--- src/rtl/laser_pkg.sv ---
// Shared state encoding, coordinate/count types and the point-in-circle test
// used by the two-circle laser coverage scheduler.
package laser_pkg;

    localparam logic [2:0] ST_LOAD     = 3'd0;
    localparam logic [2:0] ST_INIT     = 3'd1;
    localparam logic [2:0] ST_SCAN     = 3'd2;
    localparam logic [2:0] ST_PASS_END = 3'd3;
    localparam logic [2:0] ST_REPORT   = 3'd4;

    typedef enum logic [2:0] {
        LOAD     = ST_LOAD,
        INIT     = ST_INIT,
        SCAN     = ST_SCAN,
        PASS_END = ST_PASS_END,
        REPORT   = ST_REPORT
    } state_t;

    typedef logic [3:0] coord_t;
    typedef logic [5:0] cnt_t;

    // Inclusive test: squared distance of 4-bit deltas fits in 9 bits without overflow.
    function automatic logic pt_inside(input coord_t ax, input coord_t ay,
                                       input coord_t bx, input coord_t by,
                                       input logic [8:0] rsq);
        logic [3:0] dx;
        logic [3:0] dy;
        logic [7:0] dx2;
        logic [7:0] dy2;
        logic [8:0] sum;
        dx  = (ax > bx) ? ax - bx : bx - ax;
        dy  = (ay > by) ? ay - by : by - ay;
        dx2 = {4'd0, dx} * {4'd0, dx};
        dy2 = {4'd0, dy} * {4'd0, dy};
        sum = {1'b0, dx2} + {1'b0, dy2};
        return sum <= rsq;
    endfunction

endpackage

--- src/rtl/laser_cov_unit.sv ---
// Combinational union-coverage check: a point counts if either the candidate
// circle or the fixed circle reaches it.
module laser_cov_unit
    import laser_pkg::*;
#(
    parameter int RADIUS_SQ = 16
) (
    input  logic [3:0] i_px,
    input  logic [3:0] i_py,
    input  logic [3:0] i_cx,
    input  logic [3:0] i_cy,
    input  logic [3:0] i_fx,
    input  logic [3:0] i_fy,
    output logic       o_covered
);

    localparam logic [8:0] RSQ = 9'(RADIUS_SQ);

    logic w_in_cand;
    logic w_in_fixed;

    assign w_in_cand  = pt_inside(i_px, i_py, i_cx, i_cy, RSQ);
    assign w_in_fixed = pt_inside(i_px, i_py, i_fx, i_fy, RSQ);
    assign o_covered  = w_in_cand | w_in_fixed;

endmodule

--- src/rtl/laser_pass_sched.sv ---
// Two-circle coverage search: buffers one image of NPTS points, then runs
// alternating single-circle grid passes until coverage stops improving.
module laser_pass_sched
    import laser_pkg::*;
#(
    parameter int NPTS      = 40,
    parameter int RADIUS_SQ = 16,
    parameter int MAX_PASS  = 8
) (
    input  logic       CLK,
    input  logic       RST,
    input  logic [3:0] X,
    input  logic [3:0] Y,
    output logic [3:0] C1X,
    output logic [3:0] C1Y,
    output logic [3:0] C2X,
    output logic [3:0] C2Y,
    output logic       DONE
);

    localparam int                IDX_W    = (NPTS > 1) ? $clog2(NPTS) : 1;
    localparam logic [IDX_W-1:0] LAST_IDX = IDX_W'(NPTS - 1);

    state_t           r_state;
    logic [IDX_W-1:0] r_idx;
    logic [7:0]       r_cand;
    logic [7:0]       r_pass;
    coord_t           r_c1x, r_c1y, r_c2x, r_c2y;
    coord_t           r_best_x, r_best_y;
    cnt_t             r_acc, r_total, r_best_cnt;
    coord_t           r_out_c1x, r_out_c1y, r_out_c2x, r_out_c2y;
    logic             r_done;
    coord_t           r_mem_x [NPTS];
    coord_t           r_mem_y [NPTS];

    coord_t     w_px, w_py, w_mx, w_my, w_fx, w_fy;
    coord_t     w_c1x_cm, w_c1y_cm, w_c2x_cm, w_c2y_cm;
    logic       w_cov, w_last_pt, w_improved, w_finish;
    cnt_t       w_count;
    logic [7:0] w_pass_nxt;

    function automatic cnt_t sat_inc(input cnt_t a, input logic inc);
        return (inc && (a != '1)) ? a + cnt_t'(1) : a;
    endfunction

    assign w_px      = r_mem_x[r_idx];
    assign w_py      = r_mem_y[r_idx];
    assign w_last_pt = (r_idx == LAST_IDX);
    assign w_count   = sat_inc(r_acc, w_cov);

    // INIT scores the current pair; SCAN swaps in the candidate for the moving circle.
    always_comb begin
        w_mx = r_c1x;
        w_my = r_c1y;
        w_fx = r_c2x;
        w_fy = r_c2y;
        if (r_state == SCAN) begin
            w_mx = r_cand[3:0];
            w_my = r_cand[7:4];
            if (r_pass[0]) begin
                w_fx = r_c1x;
                w_fy = r_c1y;
            end
        end
    end

    laser_cov_unit #(.RADIUS_SQ(RADIUS_SQ)) u_cov (
        .i_px      (w_px),
        .i_py      (w_py),
        .i_cx      (w_mx),
        .i_cy      (w_my),
        .i_fx      (w_fx),
        .i_fy      (w_fy),
        .o_covered (w_cov)
    );

    assign w_pass_nxt = r_pass + 8'd1;
    assign w_improved = (r_best_cnt > r_total);
    assign w_finish   = ((w_pass_nxt >= 8'd2) && !w_improved) || (w_pass_nxt == 8'(MAX_PASS));
    assign w_c1x_cm   = r_pass[0] ? r_c1x    : r_best_x;
    assign w_c1y_cm   = r_pass[0] ? r_c1y    : r_best_y;
    assign w_c2x_cm   = r_pass[0] ? r_best_x : r_c2x;
    assign w_c2y_cm   = r_pass[0] ? r_best_y : r_c2y;

    always_ff @(posedge CLK) begin
        if (r_state == LOAD) begin
            r_mem_x[r_idx] <= X;
            r_mem_y[r_idx] <= Y;
        end
    end

    always_ff @(posedge CLK or posedge RST) begin
        if (RST) begin
            r_state    <= LOAD;
            r_idx      <= '0;
            r_cand     <= '0;
            r_pass     <= '0;
            r_c1x      <= '0;
            r_c1y      <= '0;
            r_c2x      <= '0;
            r_c2y      <= '0;
            r_best_x   <= '0;
            r_best_y   <= '0;
            r_acc      <= '0;
            r_total    <= '0;
            r_best_cnt <= '0;
            r_out_c1x  <= '0;
            r_out_c1y  <= '0;
            r_out_c2x  <= '0;
            r_out_c2y  <= '0;
            r_done     <= 1'b0;
        end else begin
            r_done <= 1'b0;
            case (r_state)
                LOAD: begin
                    if (w_last_pt) begin
                        r_idx   <= '0;
                        r_c1x   <= '0;
                        r_c1y   <= '0;
                        r_c2x   <= '0;
                        r_c2y   <= '0;
                        r_pass  <= '0;
                        r_acc   <= '0;
                        r_state <= INIT;
                    end else begin
                        r_idx <= r_idx + 1'b1;
                    end
                end
                INIT: begin
                    if (w_last_pt) begin
                        r_idx      <= '0;
                        r_acc      <= '0;
                        r_cand     <= '0;
                        r_total    <= w_count;
                        r_best_cnt <= w_count;
                        r_best_x   <= r_c1x;
                        r_best_y   <= r_c1y;
                        r_state    <= SCAN;
                    end else begin
                        r_idx <= r_idx + 1'b1;
                        r_acc <= w_count;
                    end
                end
                SCAN: begin
                    if (w_last_pt) begin
                        r_idx  <= '0;
                        r_acc  <= '0;
                        r_cand <= r_cand + 8'd1;
                        // Strict compare: ties keep the earlier candidate or the incumbent.
                        if (w_count > r_best_cnt) begin
                            r_best_cnt <= w_count;
                            r_best_x   <= r_cand[3:0];
                            r_best_y   <= r_cand[7:4];
                        end
                        if (r_cand == 8'hFF) begin
                            r_state <= PASS_END;
                        end
                    end else begin
                        r_idx <= r_idx + 1'b1;
                        r_acc <= w_count;
                    end
                end
                PASS_END: begin
                    r_c1x   <= w_c1x_cm;
                    r_c1y   <= w_c1y_cm;
                    r_c2x   <= w_c2x_cm;
                    r_c2y   <= w_c2y_cm;
                    r_total <= r_best_cnt;
                    r_pass  <= w_pass_nxt;
                    if (w_finish) begin
                        r_out_c1x <= w_c1x_cm;
                        r_out_c1y <= w_c1y_cm;
                        r_out_c2x <= w_c2x_cm;
                        r_out_c2y <= w_c2y_cm;
                        r_done    <= 1'b1;
                        r_state   <= REPORT;
                    end else begin
                        // The next moving circle is the one left untouched by this pass.
                        r_best_x <= w_pass_nxt[0] ? r_c2x : r_c1x;
                        r_best_y <= w_pass_nxt[0] ? r_c2y : r_c1y;
                        r_state  <= SCAN;
                    end
                end
                REPORT: begin
                    r_idx   <= '0;
                    r_state <= LOAD;
                end
                default: begin
                    r_state <= LOAD;
                end
            endcase
        end
    end

    assign C1X  = r_out_c1x;
    assign C1Y  = r_out_c1y;
    assign C2X  = r_out_c2x;
    assign C2Y  = r_out_c2y;
    assign DONE = r_done;

endmodule

--- config.mk ---
export PLATFORM = sky130hd
export DESIGN_NAME = laser_pass_sched
export DESIGN_NICKNAME = d
export VERILOG_FILES = /design/src/rtl/laser_pkg.sv /design/src/rtl/laser_cov_unit.sv /design/src/rtl/laser_pass_sched.sv
export SDC_FILE = /design/constraint.sdc
export NUM_CORES = 1
export LEC_CHECK = 0
export ABC_AREA = 1
export ABC_CLOCK_PERIOD_IN_PS = 9040
export BUFFER_PORTS_ARGS = -buffer_cell sky130_fd_sc_hd__buf_2
export CORE_MARGIN = 8
export CORE_UTILIZATION = 46
export CTS_BUF_LIST = sky130_fd_sc_hd__clkbuf_4 sky130_fd_sc_hd__clkbuf_8
export DETAILED_ROUTE_END_ITERATION = 10
export GPL_TIMING_DRIVEN = 0
export SYNTH_ARGS = -nofsm -noshare
export SYNTH_HDL_FRONTEND = slang
export SYNTH_SLANG_ARGS = --single-unit
--- constraint.sdc ---
create_clock -name CLK -period 9.04 [get_ports CLK]
set_input_delay 0.452 -clock CLK [delete_from_list [all_inputs] [get_ports CLK]]
set_output_delay 0.452 -clock CLK [all_outputs]
set_load 0.01 [all_outputs]
==> impl_metrics.yaml <==
logic_synthesis:
  synth_edf_count: 320
  ys.flop_type: "edfxtp_1"
  async_flop_share: 0.2079
  synthesis.area_mm2: 0.01946
  synth_fp_nets: 1965
  yosysTopAreaCell: "edfxtp_1"
  synth_seq_cells: 404
  syn_inst: 1845
  yosys_warnings: 0
  synth_top_cell_area_share: 0.4938
  ys_types: 50
  postSynthAreaPerCell_um2: 10.55
  seq_area_frac_synth: 0.6018
  synth_area_leaders: "edfxtp_1 (49%), dfrtp_1 (11%), nand2_1 (9.6%), ha_1 (5.1%), inv_1 (3.7%)"
routing:
  drtIter0Drc: 1292
  viasPerCell: 5.433
  wl_mm: 52.92
  firstDrtPassIters: 5
  drc: 0
  ant_nets: 0
  vias: 13926
  routedWlPerCell_um: 20.65
power_and_ir_drop:
  seqPwrFrac: 0.551
  power_density_mw_per_mm2: 161.8
  power.switching_w: 0.0007801
  total_power_w: 0.003643
  comb_power_share: 0.009
  leakage_nw: 9.073
  pwr-share-clk: 0.439
  ir_worst_vdd_uv: 119.6
  intPower_w: 0.002862
  switching_share: 0.2142
worst_setup_path:
  cp_data_required_time_ps: 9580
  rrSetupSlack_ps: 400
  cpMostUsedCell: "nand2_1"
  startpoint_type: "flop"
  slowest_stage: "fa_1"
  endpoint_kind: "flop"
  cpPeakStageDelay_ps: 550
  cp.arrival_ps: 9180
  path_class: "flop to flop"
  cp_max_fo: 10
run_status:
  status: "finished clean"
die:
  fp.dieW_um: 221.7
  core_area_mm2: 0.04185
  die_height_um: 221.7
  rows: 75
  initial_core_util: 0.4650
  die_area_mm2: 0.04914
  pin_count: 27
timing:
  fmax_mhz: 115.8
  setup_ws_ps: 404.8
  maxSlewHeadroom: 0.2474
  min_period_ps: 8635
  setup_violations: 0
  fin_skew_ps: 24.82
  slew_viol_final: 0
  period_share: 0.9552
  hold_violations: 0
  tightest_slew_ps: 1125
final_layout:
  syn_to_final_growth_pct: 15.66
  nets: 2095
  layout_common_cells: "nand2_1 (486), edfxtp_1 (320), inv_1 (187)"
  seq_area_mm2: 0.01171
  diodes: 0
  drive_above_1_share: 0.1487
  final_common_cell: "nand2_1"
  multi_input_area_mm2: 0.007066
  nFillCells: 3694
global_routing:
  grt_pass1_vias: 13617
  grt_overflow: 0
  grt_first_pass_wirelength_mm: 79.47
  grt_max_degree: 44
  antenna_found_initial: 0
  groute.usage.overall: 0.2092
place:
  gp_congestion: 0.8641
  hpwlAfterDp_mm: 34.62
  dp_slack_ps: -1277
  port_buffers: 26
clocking:
  cts_buffers: 68
  clk_pin_slew_worst_paths_ps: 60
  clock_latency_ps: 620
  htreeDepth: 3
  clockBufferDepth: 3
  cts_sinks: 404
  cts_tree: "yes"
  cts-root-buf: "clkbuf_8"
flow_run:
  maxCapViolCount: 0
min_path:
  hold_path.class: "primary input to flop"
-- layout make-up --
class | instances | share of cell area
buffer | 55 | 0.02174
clock buffer | 86 | 0.04814
clock inverter | 33 | 0.01001
inverter | 203 | 0.03519
multi-input combinational | 1182 | 0.3139
sequential | 404 | 0.5204
tap | 539 | 0.02996
timing repair buffer | 61 | 0.02062
-- registers in the layout, indices dropped and copies added, names as in the netlist, 6 cells and up --
signal / count
r_acc: 6
r_best_cnt: 6
r_cand: 8
r_idx: 6
r_mem_x: 160
r_mem_y: 160
r_pass: 8
r_total: 6
-- repair_timing --
item / CTS / global route
pin swaps: 7 / 26
cloned: 0 / 3
resized for setup: 62 / 131
setup endpoints to repair: 14 / 14
endpoints found under the hold margin: 41 / 0
setup buffers: 8 / 21
hold buffers: 1 / 0
-- path summary, 6_finish.rpt --
| path | startpoint | to | cells after the start |
|---|---|---|---|
| max | r_idx[1] | r_best_x[0] | 50 |
| min | Y[2] | r_mem_y[16][2] | 1 |
| max reg2reg | r_idx[1] | r_best_x[0] | 50 |
| min reg2reg | C1Y[2] | C1Y[2] | 2 |
| max in group asynchronous | RST | r_idx[2] | 4 |
| min in group asynchronous | RST | r_pass[5] | 3 |
-- synthesized netlist by cell type (18+ instances only) --
cell,instances
a21oi_1,52
a22oi_1,18
buf_2,28
dfrtp_1,84
edfxtp_1,320
fa_1,30
ha_1,80
inv_1,191
nand2_1,497
nand3_1,82
nand4_1,47
nor2_1,123
o21ai_0,86
o21ai_1,19
o22ai_1,34
xor2_1,21
-- worst max-delay path, delay by kind of cell, from the launching register on --
kind,cells,cell delay (ps)
xor gates and xnor gates,1,270
adders and majority gates,9,3600
AOI/OAI and AO/OA,4,640
buffers and inverters,12,1200
and+or+nand+nor,24,2430
DFF,1,370
-- stage by stage --
step / TNS [ps] / instance area (µm²) / hold slack [ps] / cells / utilization
6_report: 0 / 22510 / 424.1 / 2563 / 0.5378
5_1_grt: -377.4 / 22510 / 412.5 / 2563 / 0.5378
4_1_cts: 0 / 21900 / 377.3 / 2540 / 0.5233
3_5_place_dp: -17230 / 20300 / 473.4 / 2412 / 0.4850
3_3_place_gp: -15630 / 20260 / 465.8 / 2410 / 0.4842
2_1_floorplan: 0 / 19460 / 452.8 / 1845 / -
-- power groups by stage --
stage	logic (W)	clock network [W]	registers (W)
after global placement	0.0000310	0	0.00205
final	0.0000333	0.00160	0.00201
after CTS	0.0000337	0.00162	0.00201
after floorplan	0.00000547	0	0.00205
after detailed placement	0.0000335	0	0.00205
after global routing	0.0000369	0.00170	0.00201
-- logic make-up (layout without fill, tap and decap cells) --
kind of cell               count (synthesis)  in the layout  share of synthesized area
buffers and inverters                    259            438                    0.05484
and+or+nand+nor                          786            786                     0.1698
xor gates and xnor gates                  24             24                    0.01080
AOI/OAI and AO/OA                        262            262                    0.08044
adders and majority gates                110            110                    0.08230
DFF                                      404            404                     0.6018
-- routing by layer --
metal / vias up / GRT usage / wire length, µm
met1: 6708 / 0.2695 / 22480
met2: 492 / 0.3477 / 24920
li1: 6597 / - / -
met3: 129 / 0.03677 / 3490
met4: 0 / 0.08510 / 2026
met5: - / 0 / 0
No activity file was read; power rests on OpenSTA's default activity.
